`src/rtl/if_stage.sv`:
```
// Instruction-fetch stage: owns the PC, drives the instruction-memory address,
// and captures {instr, pc, pc+4} into the IF/ID register. A redirect that
// arrives while fetch is stalled is parked until the stall releases.
module if_stage #(
    parameter logic [31:0] RESET_PC  = 32'h0000_0000,
    parameter logic [31:0] NOP_INSTR = 32'h0000_0013
) (
    input  logic        clk,
    input  logic        reset,
    input  logic        stall_f,
    input  logic        stall_d,
    input  logic        flush_d,
    input  logic        pc_src_e,
    input  logic [31:0] pc_target_e,
    output logic [31:0] imem_addr,
    input  logic [31:0] imem_rd,
    output logic [31:0] instr_d,
    output logic [31:0] pc_d,
    output logic [31:0] pc_plus4_d,
    output logic        valid_d
);

    typedef enum logic {
        IDLE    = 1'b0,
        PENDING = 1'b1
    } pend_state_t;

    pend_state_t state_q, state_d;
    logic [31:0] pend_target_q, pend_target_d;
    logic [31:0] pc_f_q, pc_f_d;
    logic [31:0] instr_q, pc_id_q, pc_plus4_id_q;
    logic        valid_q;

    logic [31:0] target_aligned;
    logic [31:0] pc_plus4_f;
    logic        unused_target_lsbs;

    // Low target bits are architecturally meaningless for word fetch.
    assign unused_target_lsbs = ^pc_target_e[1:0];

    assign target_aligned = {pc_target_e[31:2], 2'b00};
    assign pc_plus4_f     = pc_f_q + 32'd4;
    assign imem_addr      = pc_f_q;

    assign instr_d    = instr_q;
    assign pc_d       = pc_id_q;
    assign pc_plus4_d = pc_plus4_id_q;
    assign valid_d    = valid_q;

    // Next PC: live redirect beats a parked redirect, which beats sequential fetch.
    always_comb begin
        pc_f_d = pc_f_q;
        if (!stall_f) begin
            if (pc_src_e) begin
                pc_f_d = target_aligned;
            end else if (state_q == PENDING) begin
                pc_f_d = pend_target_q;
            end else begin
                pc_f_d = pc_plus4_f;
            end
        end
    end

    // Pending-redirect FSM: park redirects seen under stall, newest wins.
    always_comb begin
        state_d       = state_q;
        pend_target_d = pend_target_q;
        case (state_q)
            IDLE: begin
                if (stall_f && pc_src_e) begin
                    state_d       = PENDING;
                    pend_target_d = target_aligned;
                end
            end
            PENDING: begin
                if (!stall_f) begin
                    state_d = IDLE;
                end else if (pc_src_e) begin
                    pend_target_d = target_aligned;
                end
            end
            default: state_d = IDLE;
        endcase
    end

    // PC and pending-redirect state registers.
    always_ff @(posedge clk) begin
        if (reset) begin
            pc_f_q        <= {RESET_PC[31:2], 2'b00};
            state_q       <= IDLE;
            pend_target_q <= 32'd0;
        end else begin
            pc_f_q        <= pc_f_d;
            state_q       <= state_d;
            pend_target_q <= pend_target_d;
        end
    end

    // IF/ID register: flush inserts a bubble and takes priority over stall.
    always_ff @(posedge clk) begin
        if (reset || flush_d) begin
            instr_q       <= NOP_INSTR;
            pc_id_q       <= 32'd0;
            pc_plus4_id_q <= 32'd0;
            valid_q       <= 1'b0;
        end else if (!stall_d) begin
            instr_q       <= imem_rd;
            pc_id_q       <= pc_f_q;
            pc_plus4_id_q <= pc_plus4_f;
            valid_q       <= 1'b1;
        end
    end

endmodule

```
`config.mk`:
```
export PLATFORM = sky130hd
export DESIGN_NAME = if_stage
export DESIGN_NICKNAME = d
export VERILOG_FILES = /design/src/rtl/if_stage.sv
export SDC_FILE = /design/constraint.sdc
export NUM_CORES = 1
export LEC_CHECK = 0
export BUFFER_PORTS_ARGS = -buffer_cell sky130_fd_sc_hd__buf_4
export CAP_MARGIN = 20
export CORE_MARGIN = 3
export CORE_UTILIZATION = 30
export CTS_CLUSTER_DIAMETER = 150
export CTS_CLUSTER_SIZE = 30
export DETAILED_ROUTE_END_ITERATION = 16
export PLACE_DENSITY = 0.63
export SETUP_SLACK_MARGIN = 0.05
export SYNTH_ARGS = -nofsm -noshare
export SYNTH_HDL_FRONTEND = slang
export SYNTH_SLANG_ARGS = --single-unit
```
`constraint.sdc`:
```
create_clock -name clk -period 3.1 [get_ports clk]
set_input_delay 0.155 -clock clk [delete_from_list [all_inputs] [get_ports clk]]
set_output_delay 0.155 -clock clk [all_outputs]
set_load 0.05 [all_outputs]
```
==> metrics.txt <==
status complete, no violations; Final Skew 0.009274 ns; critical-path cell list ha_1 > nand4_1 > nor3_2 > nand4_1 > a21o_1 > a221oi_1; required time worst endpoint 3.42 ns; PortBufs 190; WS Path Type flip-flop to flip-flop; total track usage 17.54%; RR Startpoint imem_addr[2]$_SDFFE_PP0N_; launch point of the worst path imem_addr[2]$_SDFFE_PP0N_; WHS Path Cells 3; die area 0.02462 sq mm; Max FO, Critical Path 8; Mapped Avg Cell Area approximately 8.4 sq um; setup violators final 0; EDFF count, synth 0; largest net degree at the start of global routing 59; Critical Path End Type flip-flop; clk sinks between 150 and 200; Peak VDD IR 355.2 uV; Remaining DRCs 0; Routed Antenna Nets 0; yosys warns 0; cell row count 54; Slew headroom between 40% and 50%; Area growth, synth to finish 40.85%; layout cells sized above 1 23.44%; Worst path most repeated cell nand4_1; Hold Path Class primary input to flip-flop; CTS resizes 0; worst skew pair latency 0.42 ns; hold buffer count at cts 62; first-pass GRT wire length 34,030 microns; most common library cell in the layout ignoring fill and taps buf_4; Root Buffer clkbuf_16; min Tclk post-route approximately 2.4 ns; slowest stage cell, crit path dfxtp_1; DR vias/cell 4.965; initial core utilization 30.93%; setup TNS 0 ns; CP Depth 6; Pins Over Slew Limit 0; worst-margin pin slew 0.8933 ns; setup slack, reg-to-reg 0.73 ns; Fillers roughly 2,200; register area share after synthesis between 40% and 50%; GRT overflow 0; vias after detailed routing 6,578; Synth Cell Area 0.006833 sq mm; Crit path buffers/inverters 0; Worst Reg-to-Reg Cells 6; Die W between 150 and 200 microns; Max Cap Viol 0; CP endpoint imem_addr[26]$_SDFFE_PP0N_; max incr delay on CP 0.51 ns; 1st-iter DRT viols 617; RePlAce Congestion 0.8178; clock transition at the registers of the reported paths 0.06 ns; HPWL Detailed 15,540 microns; Worst R2R End imem_addr[26]$_SDFFE_PP0N_; most used cells in the layout excluding fill and tap cells 200 x buf_4, 154 x dfxtp_1, 113 x nand2_1; final worst-path cycle share approximately three quarters; ys flop type dfxtp_1; Power Density about 530 mW/mm^2; Final Hold Viols 0; Nets 1,103; cts bufs inserted 17; core area ~0.022 sq mm; Post-CTS Setup Inserts 0; DR WL/cell 16.94 microns; Yosys cell types between 40 and 50; Leakage around 0.0041 uW; number of diodes 0; CTS H-Tree Depth 4; Die Y between 150 and 200 microns; RSZ-0062 raised after global routing no; First-pass DRT Iterations 6; I/O pins 199; CTS Buffer Depth 2; crit path DAT 2.68 ns; Worst setup SP type flip-flop; number of global-route vias before repair 5,983; cell family with most CP delay simple AND/OR/NAND/NOR gates; post-layout util 43.56%; Async SR Flop Fraction 0%; Mapped Cells between 800 and 900; Total Wirelength approximately 22,000 microns; FMAX 0.4227 GHz; initial antenna violation count 0; CTS tree built; register bit total from synthesis 154
==> flip-flops by register name (all words and copies together) (netlist names) <==
signal	count
pc_plus4_d	30
instr_d	32
imem_addr	30
state_q	1
valid_d	1
pend_target_q	30
pc_d	30
==> per-stage QoR <==
step | area (sq um) | total power [uW] | hold WS, ns | worst slack, ns | cells
finish | 9624 | 5071 | 0.03556 | 0.7341 | 1325
global route | 9624 | 5279 | 0.03392 | 0.5538 | 1325
CTS | 9624 | 5121 | 0.02384 | 0.7410 | 1325
detailed placement | 8408 | 2941 | 0.3742 | 0.7762 | 1231
global placement | 8408 | 2931 | 0.3747 | 0.8560 | 1231
floorplan | 6852 | 2672 | 0.2801 | 0.8153 | 823
==> metal layers <==
metal,wire length [microns],track usage (%),up-vias
met3,1565,4.152,16
met2,9841,26.31,247
met4,165,3.918,0
li1,-,-,3263
met5,0,0,-
met1,10870,25.57,3052
==> how the worst min path moves through the flow <==
| stage | slack [ns] | startpoint | endpoint |
|---|---|---|---|
| final | 0.04 | flush_d | instr_d[4]$_SDFFE_PP1N_ |
| after CTS | 0.02 | flush_d | instr_d[4]$_SDFFE_PP1N_ |
| after detailed placement | 0.37 | imem_rd[1] | instr_d[1]$_SDFFE_PP1N_ |
| after floorplan | 0.28 | imem_rd[0] | instr_d[0]$_SDFFE_PP1N_ |
| after global placement | 0.37 | imem_rd[0] | instr_d[0]$_SDFFE_PP1N_ |
| after global routing | 0.03 | flush_d | instr_d[4]$_SDFFE_PP1N_ |
==> kinds of logic after synthesis <==
logic type      synth area share, %
compound gates                16.50
xor+xnor                      3.589
fa+ha+maj                    0.1831
buf+inv                       5.274
flops                         45.12
mux                           10.11
other cells                 0.05488
simple gates                  19.17
==> where the power goes <==
part	leakage, uW	internal, uW	switching [uW]	total [uW]
Combinational	0.00256	308	506	814
Sequential	0.00126	2060	91.1	2150
Clock	0.000282	1280	827	2110
==> Yosys cell counts (all sizes together) (6+ instances only) <==
cell type	instances	area share, %
a211oi	12	1.3
or3	6	0.55
and3	9	0.82
nor3	13	1.0
a21oi	84	6.2
buf	25	2.0
nand3	17	1.2
dfxtp	154	45
nand4	15	1.5
mux2i	69	10
nor2	98	5.4
nor4	7	0.82
and4	6	0.77
clkbuf	48	2.7
xnor2	16	2.1
nand2	113	6.2
o21ai	50	3.7
xor2	12	1.5
inv	9	0.49
==> cell type report <==
type | instances | area (sq um) | share of cell area [%]
clock buffers | 20 | 446.7 | 4.641
clock inverters | 12 | 148.9 | 1.547
inverters | 12 | 45.04 | 0.4680
multi-input cells | 584 | 3408 | 35.41
flip-flops and latches | 154 | 3083 | 32.03
well taps | 280 | 350.3 | 3.640
repair buffers | 263 | 2142 | 22.26
==> worst register-to-register path: stages, from the launching register on <==
cell,delay (ns)
dfxtp_1,0.51
ha_1,0.29
nand4_1,0.28
nor3_2,0.46
nand4_1,0.22
a21o_1,0.22
a221oi_1,0.29
Power figures use the tool's default switching activity.
